## src/rtl/sys_defs.sv

```systemverilog
// Shared definitions for the rename stage: register-file sizes, derived
// widths, the physical tag record carried to the reservation station, and
// small helpers used by the map table and free list.
package sys_defs;

  localparam int ARCH_REGS = 32;
  localparam int PHYS_REGS = 64;
  localparam int TAG_W     = $clog2(PHYS_REGS);
  localparam int AREG_W    = $clog2(ARCH_REGS);

  // The free list holds every physical register not architecturally mapped.
  localparam int FL_DEPTH  = PHYS_REGS - ARCH_REGS;
  localparam int FL_PTR_W  = $clog2(FL_DEPTH);
  localparam int FL_CNT_W  = $clog2(FL_DEPTH + 1);

  typedef struct packed {
    logic [TAG_W-1:0] tag;
    logic             ready;
  } phys_tag_t;

  // Circular pointer advance; written out so a non-power-of-two depth wraps too.
  function automatic logic [FL_PTR_W-1:0] fl_next_ptr(input logic [FL_PTR_W-1:0] p);
    if (p == FL_PTR_W'(FL_DEPTH - 1)) begin
      return '0;
    end
    return p + FL_PTR_W'(1);
  endfunction

  // A producer completing on the CDB this cycle makes its consumers ready now.
  function automatic phys_tag_t cdb_bypass(input phys_tag_t e, input logic cdb_valid,
                                           input logic [TAG_W-1:0] cdb_tag);
    phys_tag_t r;
    r = e;
    if (cdb_valid && (e.tag == cdb_tag)) begin
      r.ready = 1'b1;
    end
    return r;
  endfunction

endpackage

```

## src/rtl/rename_map_free_list.sv

```systemverilog
// Circular FIFO of free physical tags.
// Ports:
//   clock, reset   : clock, synchronous active-high reset
//   alloc_i        : pop the head tag (ignored when empty)
//   free_i         : push free_tag_i at the tail (ignored when full)
//   free_tag_i     : tag being returned
//   head_tag_o     : tag that the next allocation will receive
//   empty_o        : no tags available
//   full_o         : every non-architectural tag is already free
// A tag pushed in a cycle is written at the tail and cannot appear at the
// head output until the following cycle, so it is never reallocated at once.
module free_list
  import sys_defs::*;
(
  input  logic             clock,
  input  logic             reset,
  input  logic             alloc_i,
  input  logic             free_i,
  input  logic [TAG_W-1:0] free_tag_i,
  output logic [TAG_W-1:0] head_tag_o,
  output logic             empty_o,
  output logic             full_o
);

  logic [TAG_W-1:0]    slots_q [FL_DEPTH];
  logic [FL_PTR_W-1:0] head_q, head_d;
  logic [FL_PTR_W-1:0] tail_q, tail_d;
  logic [FL_CNT_W-1:0] count_q, count_d;
  logic                do_alloc, do_free;

  assign empty_o    = (count_q == '0);
  assign full_o     = (count_q == FL_CNT_W'(FL_DEPTH));
  assign head_tag_o = slots_q[head_q];
  assign do_alloc   = alloc_i && !empty_o;
  assign do_free    = free_i && !full_o;

  always_comb begin
    head_d  = head_q;
    tail_d  = tail_q;
    count_d = count_q;
    if (do_alloc) head_d = fl_next_ptr(head_q);
    if (do_free)  tail_d = fl_next_ptr(tail_q);
    case ({do_free, do_alloc})
      2'b10:   count_d = count_q + FL_CNT_W'(1);
      2'b01:   count_d = count_q - FL_CNT_W'(1);
      default: count_d = count_q;
    endcase
  end

  always_ff @(posedge clock) begin
    if (reset) begin
      for (int i = 0; i < FL_DEPTH; i++) begin
        slots_q[i] <= TAG_W'(ARCH_REGS + i);
      end
      head_q  <= '0;
      tail_q  <= '0;
      count_q <= FL_CNT_W'(FL_DEPTH);
    end else begin
      if (do_free) slots_q[tail_q] <= free_tag_i;
      head_q  <= head_d;
      tail_q  <= tail_d;
      count_q <= count_d;
    end
  end

  // Returning a tag while every tag is already free means the ROB freed
  // something twice; the push is dropped above.
  a_no_free_when_full: assert property (@(posedge clock) disable iff (reset)
    !(free_i && full_o));

endmodule

```

## src/rtl/rename_map.sv

```systemverilog
// R10K-style rename stage: map table with ready bits plus free list.
// Ports:
//   clock, reset         : clock, synchronous active-high reset
//   dispatch_valid       : decoded instruction offered this cycle
//   has_dest, dest_reg   : destination write and its architectural register
//   src1_reg, src2_reg   : architectural sources
//   rs_stall             : reservation station cannot take an instruction
//   cdb_valid, cdb_tag   : completing physical tag, sets ready bits
//   retire_valid/_told   : ROB returns a previous mapping to the free list
//   dispatch_ok          : instruction accepted this cycle (combinational)
//   out_valid            : one-cycle pulse, T/T1/T2/Told are fresh
//   T, T1, T2            : {tag, ready} for destination and sources
//   Told                 : previous mapping of dest_reg for the ROB
//   free_empty           : no physical tags left to allocate
// Handshake: an instruction transfers on a cycle where dispatch_valid and
// dispatch_ok are both high; dispatch_ok never depends on a tag freed in the
// same cycle. Results appear one cycle later with out_valid, and hold when
// nothing is accepted.
module rename_map
  import sys_defs::*;
(
  input  logic              clock,
  input  logic              reset,
  input  logic              dispatch_valid,
  input  logic              has_dest,
  input  logic [AREG_W-1:0] dest_reg,
  input  logic [AREG_W-1:0] src1_reg,
  input  logic [AREG_W-1:0] src2_reg,
  input  logic              rs_stall,
  input  logic              cdb_valid,
  input  logic [TAG_W-1:0]  cdb_tag,
  input  logic              retire_valid,
  input  logic [TAG_W-1:0]  retire_told,
  output logic              dispatch_ok,
  output logic              out_valid,
  output phys_tag_t         T,
  output phys_tag_t         T1,
  output phys_tag_t         T2,
  output logic [TAG_W-1:0]  Told,
  output logic              free_empty
);

  localparam phys_tag_t ZERO_READY = '{tag: '0, ready: 1'b1};

  phys_tag_t        map_q [ARCH_REGS];
  phys_tag_t        map_d [ARCH_REGS];
  phys_tag_t        t_q, t_d, t1_q, t1_d, t2_q, t2_d;
  logic [TAG_W-1:0] told_q, told_d;
  logic             out_valid_q;

  logic             need_dest, alloc;
  logic [TAG_W-1:0] fl_head_tag;
  logic             fl_empty, fl_full;
  logic             fl_free;

  assign need_dest   = has_dest && (dest_reg != '0);
  assign dispatch_ok = dispatch_valid && !rs_stall && (!need_dest || !fl_empty);
  assign alloc       = dispatch_ok && need_dest;
  // r0 is never renamed, so its tag 0 must never enter the free list.
  assign fl_free     = retire_valid && (retire_told != '0);

  free_list u_free_list (
    .clock      (clock),
    .reset      (reset),
    .alloc_i    (alloc),
    .free_i     (fl_free),
    .free_tag_i (retire_told),
    .head_tag_o (fl_head_tag),
    .empty_o    (fl_empty),
    .full_o     (fl_full)
  );

  // Map update: CDB wakeup first, then the new allocation overrides it so a
  // freshly renamed destination is never marked ready by a stale broadcast.
  always_comb begin
    for (int i = 0; i < ARCH_REGS; i++) begin
      map_d[i] = cdb_bypass(map_q[i], cdb_valid, cdb_tag);
    end
    if (alloc) begin
      map_d[dest_reg] = '{tag: fl_head_tag, ready: 1'b0};
    end
  end

  // Sources read the map before this cycle's update, so rX <- rX + ... sees
  // the older producer.
  always_comb begin
    t_d    = t_q;
    t1_d   = t1_q;
    t2_d   = t2_q;
    told_d = told_q;
    if (dispatch_ok) begin
      t1_d = (src1_reg == '0) ? ZERO_READY : cdb_bypass(map_q[src1_reg], cdb_valid, cdb_tag);
      t2_d = (src2_reg == '0) ? ZERO_READY : cdb_bypass(map_q[src2_reg], cdb_valid, cdb_tag);
      if (need_dest) begin
        t_d    = '{tag: fl_head_tag, ready: 1'b0};
        told_d = map_q[dest_reg].tag;
      end else begin
        t_d    = ZERO_READY;
        told_d = '0;
      end
    end
  end

  always_ff @(posedge clock) begin
    if (reset) begin
      for (int i = 0; i < ARCH_REGS; i++) begin
        map_q[i] <= '{tag: TAG_W'(i), ready: 1'b1};
      end
      t_q         <= '0;
      t1_q        <= '0;
      t2_q        <= '0;
      told_q      <= '0;
      out_valid_q <= 1'b0;
    end else begin
      map_q       <= map_d;
      t_q         <= t_d;
      t1_q        <= t1_d;
      t2_q        <= t2_d;
      told_q      <= told_d;
      out_valid_q <= dispatch_ok;
    end
  end

  assign out_valid  = out_valid_q;
  assign T          = t_q;
  assign T1         = t1_q;
  assign T2         = t2_q;
  assign Told       = told_q;
  assign free_empty = fl_empty;

  // Full state is only observable through the assertion inside the free list.
  logic unused_full;
  assign unused_full = fl_full;

endmodule

```

## config.mk

```make
export PLATFORM = sky130hd
export DESIGN_NAME = rename_map
export DESIGN_NICKNAME = d
export VERILOG_FILES = /design/src/rtl/sys_defs.sv /design/src/rtl/rename_map_free_list.sv /design/src/rtl/rename_map.sv
export SDC_FILE = /design/constraint.sdc
export NUM_CORES = 1
export LEC_CHECK = 0
export BUFFER_PORTS_ARGS = -buffer_cell sky130_fd_sc_hd__buf_2
export CAP_MARGIN = 20
export CELL_PAD_IN_SITES_DETAIL_PLACEMENT = 1
export CELL_PAD_IN_SITES_GLOBAL_PLACEMENT = 1
export CORE_MARGIN = 2
export CORE_UTILIZATION = 40
export CTS_BUF_LIST = sky130_fd_sc_hd__clkbuf_4 sky130_fd_sc_hd__clkbuf_8
export DETAILED_ROUTE_END_ITERATION = 6
export MAX_ROUTING_LAYER = met4
export PLACE_DENSITY_LB_ADDON = 0.25
export SETUP_SLACK_MARGIN = 0.02
export SLEW_MARGIN = 15
export SYNTH_ARGS = -nofsm -noshare
export SYNTH_HDL_FRONTEND = slang
export SYNTH_SLANG_ARGS = --single-unit
```

## constraint.sdc

```tcl
create_clock -name clock -period 9.6 [get_ports clock]
set_input_delay 0.48 -clock clock [delete_from_list [all_inputs] [get_ports clock]]
set_output_delay 0.48 -clock clock [all_outputs]
set_load 0.01 [all_outputs]
```

* Word level (Yosys, flattened, before mapping)
Memories as Yosys holds them, arrays and structs flattened. A register that Yosys moved wholly into a read port is not among the register bits.
Index checks and enable logic that the tools add are counted.
** Storage, ports and cells
- Register bits :: 268
- Logic and storage cells :: 250
- Input port bits :: 34
- Output and inout bits :: 30
- Memories kept :: 1
- Latch bits :: 0
- Memory bits (read-only) :: 0
- RAM bits :: 192
** Cells by class
- Divide/modulo/power cells :: 0
- Multipliers :: 0
- Shift-type cells :: 0
- Add/subtract/negate cells :: 4
- Reduce and logical (&&, ||, !) cells :: 54
- Bitwise operators :: 3
- Muxes and demuxes :: 70
- Magnitude comparators :: 4
- Equal/unequal tests :: 39
** Memory list
- u_free_list.slots_q :: words 32, width 6, read ports 1, clocked after memory_dff 1, write ports 32, RTL line rename_map_free_list.sv:25 : logic [TAG_W-1:0] slots_q [FL_DEPTH];
** Operators by type and width (number)
- 224-bit bitwise mux :: 1
- 218-bit 2-to-1 mux :: 1
- 6-bit == test :: 34
- 7-bit binary-select mux with 5-bit select :: 3
- 7-bit 2-to-1 mux :: 10
- 1-bit 2-to-1 mux :: 44
- 1-bit logical AND :: 42
- 7-bit demux with 5-bit select :: 1
- 5-bit 2-to-1 mux :: 7
- 6-bit >= comparator, second input constant :: 3
- 5-bit inverter with 6-bit output :: 3
- 6-bit 2-to-1 mux :: 2
- 6-bit one-hot mux with 2 select lines :: 1
- 5-bit by 1-bit adder with 5-bit output, second input constant :: 2
- 5-bit == test, second input constant :: 2
- 5-bit zero test :: 2
- 6-bit by 1-bit adder with 6-bit output, second input constant :: 1
- 6-bit == test, second input constant :: 1
- 6-bit zero test :: 1
- 6-bit by 1-bit less-than comparator with 1-bit output, second input constant :: 1
- 6-bit nonzero test :: 1
- 6-bit OR reduction :: 1
- 6-bit by 1-bit subtractor with 6-bit output, second input constant :: 1
- 5-bit nonzero test :: 1
- 5 further kinds :: 8

* Depth between registers and ports, before layout
- Depth after elaboration :: 11
- Depth in mapped cells :: 16
- Gate-level depth less buffers :: 14

* Cells and area by module
Synthesis repeated with hierarchy kept, for this count alone.
** Second synthesis, totals
- Cells, all modules :: 2535
- Area, all modules :: 27116.0 sq um
** Modules (own cells, without submodules)
- rename_map :: cells each 1737, area each 16746.1 sq um, times used 1
- free_list :: cells each 798, area each 10369.9 sq um, times used 1

* Worst setup path before layout
OpenSTA, ideal clock, no wires.
- Path type :: register to register
- From :: register u_free_list.count_q[0]
- To :: register u_free_list.count_q[5]
- Path buffers :: 1
- Stages on the path, launching flop included :: 15
- Setup slack :: 6.115 ns
- Arrival :: 3.353 ns
- Setup time :: 0.132 ns
- Cells stage by stage :: dfxtp_1 or4_1 or3_4 nand3_2 inv_2 clkbuf_1 ha_1 ha_1 a21o_1 a21oi_1 o21bai_1 a21oi_1 xnor2_1 o21ai_0 or3b_2
** On the way
- Longest elaborated chain between the ends :: 8
** Ends and longest elaborated chain
- start, declared :: RTL line rename_map_free_list.sv:28 : logic [FL_CNT_W-1:0] count_q, count_d;
- start signal, assigned :: RTL line rename_map_free_list.sv:57 : count_q <= FL_CNT_W'(FL_DEPTH);
- start signal, assigned :: RTL line rename_map_free_list.sv:62 : count_q <= count_d;
- 6-bit zero test :: RTL line rename_map_free_list.sv:31 : assign empty_o = (count_q == '0);
- 1-bit zero test :: RTL line rename_map_free_list.sv:34, rename_map.sv:57
- 1-bit logical OR :: RTL line rename_map.sv:57 : assign dispatch_ok = dispatch_valid && !rs_stall && (!need_dest || !fl_empty);
- 1-bit logical AND :: RTL line rename_map.sv:57
- 1-bit logical AND :: RTL line rename_map.sv:58 : assign alloc = dispatch_ok && need_dest;
- 1-bit logical AND :: RTL line rename_map_free_list.sv:34 : assign do_alloc = alloc_i && !empty_o;
- 2-bit by 1-bit == test with 1-bit output / 2-bit == test (equally long branches) :: RTL line rename_map_free_list.sv:43 : case ({do_free, do_alloc})
- 6-bit one-hot mux with 2 select lines / 2-bit nonzero test (equally long branches)
Several ways; a longest one is shown, not always the timed one.
A chain may end at the register's enable or synchronous reset.

* Worst setup path in the final report
Same ends and word-level chain as after synthesis.

==> impl_metrics.json <==
{
  "rsz0062_at_grt": "no",
  "drtIter0Drc": 2286,
  "cp_num_buf_inv": 1,
  "dp_cells": 3192,
  "busiest_layer": "met2",
  "cts_buffers": 87,
  "grt_usage": 0.2869,
  "ys_types": 73,
  "synthesis.instances": 2465,
  "synth_async_sr_flop_share": 0,
  "end_kind": "flip-flop",
  "ios": 64,
  "gp_congestion": 0.9701,
  "cp.required_ns": 10.17,
  "hold_buffers": 0,
  "antenna_found_initial": 5,
  "arrival_ns": 4.45,
  "place_ws_ns": 5.075,
  "reg2reg_from": "u_free_list.count_q[0]$_SDFFE_PP0P_",
  "max-slew-margin-rel": 0.2657,
  "grt_max_degree": 124,
  "dr.pass1.iters": 5,
  "root_buffer": "clkbuf_8",
  "drv_slew": 0,
  "synth_most_common_cell": "nor2_1",
  "finalNonFillerCells": 3355,
  "p_total_mw": 4.766,
  "die_y_um": 262.8,
  "cap_violations": 0,
  "vias": 21196,
  "io_buffers": 63,
  "drt-total-wl_um": 97290,
  "hold_path_depth": 2,
  "cp_max_fo": 18,
  "cts_buffer_depth": 3,
  "place_hpwl_um": 65020,
  "finClkSkew_ns": 0.04362,
  "fp.coreArea_um2": 65980,
  "fin_area_um2": 29300,
  "die_w_um": 262.8,
  "fmax_mhz": 257.7,
  "use_met2": 0.4339,
  "crit_type": "flip-flop to flip-flop",
  "synth_ff_type": "dfxtp_1",
  "hold_violations": 0,
  "synth-edff-count": 192,
  "synth_nets": 2512,
  "fp.dieArea_um2": 69040,
  "setup_violations": 0,
  "start_util": 0.4059,
  "grt_util_met3": 0.05988,
  "crit_chain": "or4_1, or3_4, nand3_2, inv_2, ha_1, ha_1, a21o_1, a21oi_1, o21bai_1, a21oi_1, xnor2_1, o21ai_0, or3b_2",
  "wl_per_cell_um": 29.00,
  "yosysTopAreaCell": "edfxtp_1",
  "critPathTopFamily": "simple AND/OR/NAND/NOR gates",
  "hold_start": "retire_told[4]",
  "hold_path.class": "primary input to flip-flop",
  "netlist_area_um2": 26780,
  "synth.ff_latch_count": 465,
  "yosys_warnings": 0,
  "startpoint_type": "flip-flop",
  "critPathSlowestCell": "or4_1",
  "tns_ns": 0,
  "synth_area_per_cell_um2": 10.87,
  "synth_commonest_cells": "nor2_1 (282), dfxtp_1 (273), edfxtp_1 (192)",
  "whs_endpoint": "u_free_list.slots_q[19][4]$_SDFFCE_PN1P_",
  "max-vdd-ir-drop_v": 0.0001039,
  "worstMarginPinSlew_ns": 1.101,
  "grt.overflow.total": 0,
  "netlist.area_leader.share": 0.2153,
  "first_global_vias": 21704,
  "clk-insertion-delay-late_ns": 0.72,
  "viasPerCell": 6.318,
  "cts_tree": "built",
  "finalWorstSetupSlack_ns": 5.720,
  "synthToLayoutAreaGrowth_pct": 9.409,
  "clock-sinks": 465,
  "placed_area_um2": 27430,
  "ant_nets": 0,
  "drive_gt1_frac": 0.2068,
  "critPathMaxStageDelay_ns": 0.56,
  "clk_pin_slew_ns": 0.06,
  "rows": 94,
  "ctsResizeCount": 0,
  "post_cts_buffers": 0,
  "fin_crit_sh": 0.4042,
  "met1_usage": 0.3780,
  "ff2ff_setup_slack_ns": 5.72,
  "worstRegToRegCells": 13,
  "finalWorstPathRequiredPeriod_ns": 3.880,
  "drc_errors": 0,
  "synth_area_leaders": "edfxtp_1 (22%), dfxtp_1 (20%), mux4_2 (16%)",
  "p_leak_nw": 9.854,
  "cts_max_level": 3,
  "grt_pass1_wl_um": 144700,
  "crit-reg2reg-capture": "u_free_list.count_q[5]$_SDFFE_PP1P_",
  "status": "finished, final reports clean",
  "fin_nets": 2466,
  "cellPowerDensity_nw_per_um2": 162.6,
  "synth_seq_area_share": 0.4193
}
## power by group
| part | switching, mW | internal, mW |
|---|---|---|
| logic | 0.396 | 0.186 |
| clock network | 0.932 | 1.13 |
| registers | 0.0313 | 2.09 |
| total | 1.36 | 3.41 |
## layout make-up
type | instances | area [um^2]
antenna | 5 | 12.51
clock buffer | 118 | 1486
clock inverter | 38 | 341.6
fill | 7140 | 36680
inverter | 19 | 71.32
multi-input combinational | 1744 | 14430
sequential | 465 | 11240
tap | 864 | 1081
timing repair buffer | 102 | 643.1
## state kept, by name (all words and copies together) (netlist names), named ones only
| register | count |
|---|---|
| u_free_list.head_q | 5 |
| T2 | 7 |
| map_q | 224 |
| u_free_list.slots_q | 192 |
| u_free_list.count_q | 6 |
| T | 7 |
| u_free_list.tail_q | 5 |
| out_valid | 1 |
| Told | 6 |
| T1 | 7 |
## cells in the final DEF, fill, tap and decap left out, types with 7 or more instances in the layout
cell      count
a311oi_1     13
nand2_1     118
clkinv_2     13
buf_4        40
mux2_2       13
xnor2_1     106
and3_1       10
o22ai_1       7
o221ai_1      8
or3_1        64
and2_1       36
inv_1        16
a211o_1      82
a22oi_1      26
a211oi_1     15
nor3_1      100
a21oi_1     107
nor2_1      281
mux2i_1     122
clkinv_1     14
or2_2        31
xor2_1      103
edfxtp_1    192
nand3b_1      7
nand4_1      40
nand2b_1     43
dfxtp_1     271
buf_2        59
clkbuf_8     96
nor2b_1      14
nand3_1      21
o21bai_1      8
o21ai_0      35
mux4_2      190
a211oi_2      8
or2_1        14
clkbuf_4     22
nor4_1       32
ha_1         12
## worst register-to-register path, stage by stage (launching register included)
cell	delay (ns)
dfxtp_1	0.33
or4_1	0.56
or3_4	0.39
nand3_2	0.28
inv_2	0.21
ha_1	0.31
ha_1	0.30
a21o_1	0.18
a21oi_1	0.21
o21bai_1	0.10
a21oi_1	0.18
xnor2_1	0.10
o21ai_0	0.15
or3b_2	0.44
## through the flow
step	hold slack (ns)	utilization
final	0.1191	0.4441
after global routing	0.07844	0.4441
after CTS	0.06183	0.4434
after detailed placement	0.4503	0.4157
after global placement	0.4415	0.4157
after floorplan	0.4295	-
## worst max-delay path by stage
stage,startpoint,to,slack [ns],depth (start not counted)
after floorplan,u_free_list.count_q[0]$_SDFFE_PP0P_,u_free_list.count_q[5]$_SDFFE_PP1P_,6.12,14
after global placement,dest_reg[1],u_free_list.count_q[5]$_SDFFE_PP1P_,5.18,15
after detailed placement,dest_reg[1],u_free_list.count_q[5]$_SDFFE_PP1P_,5.07,15
after CTS,u_free_list.count_q[0]$_SDFFE_PP0P_,u_free_list.count_q[5]$_SDFFE_PP1P_,5.69,13
after global routing,dest_reg[1],u_free_list.count_q[5]$_SDFFE_PP1P_,5.42,15
final,u_free_list.count_q[0]$_SDFFE_PP0P_,u_free_list.count_q[5]$_SDFFE_PP1P_,5.72,13
## kinds of logic (layout without fill, tap and decap cells)
logic type	after synthesis	in the layout	share of synthesized area
DFF	465	465	0.4193
adders and majority gates	13	13	0.006353
other	0	5	0
muxes	330	330	0.2144
xor gates and xnor gates	209	209	0.06835
buffers and inverters	256	277	0.04326
and+or+nand+nor	834	834	0.1543
AOI/OAI and AO/OA	358	358	0.09409
## layer usage
| metal | up-vias | share of wire |
|---|---|---|
| met2 | 956 | 0.45 |
| met4 | 0 | 0.039 |
| li1 | 9056 | - |
| met3 | 227 | 0.089 |
| met1 | 10957 | 0.42 |
| met5 | - | 0 |
Power figures use the tool's default switching activity.
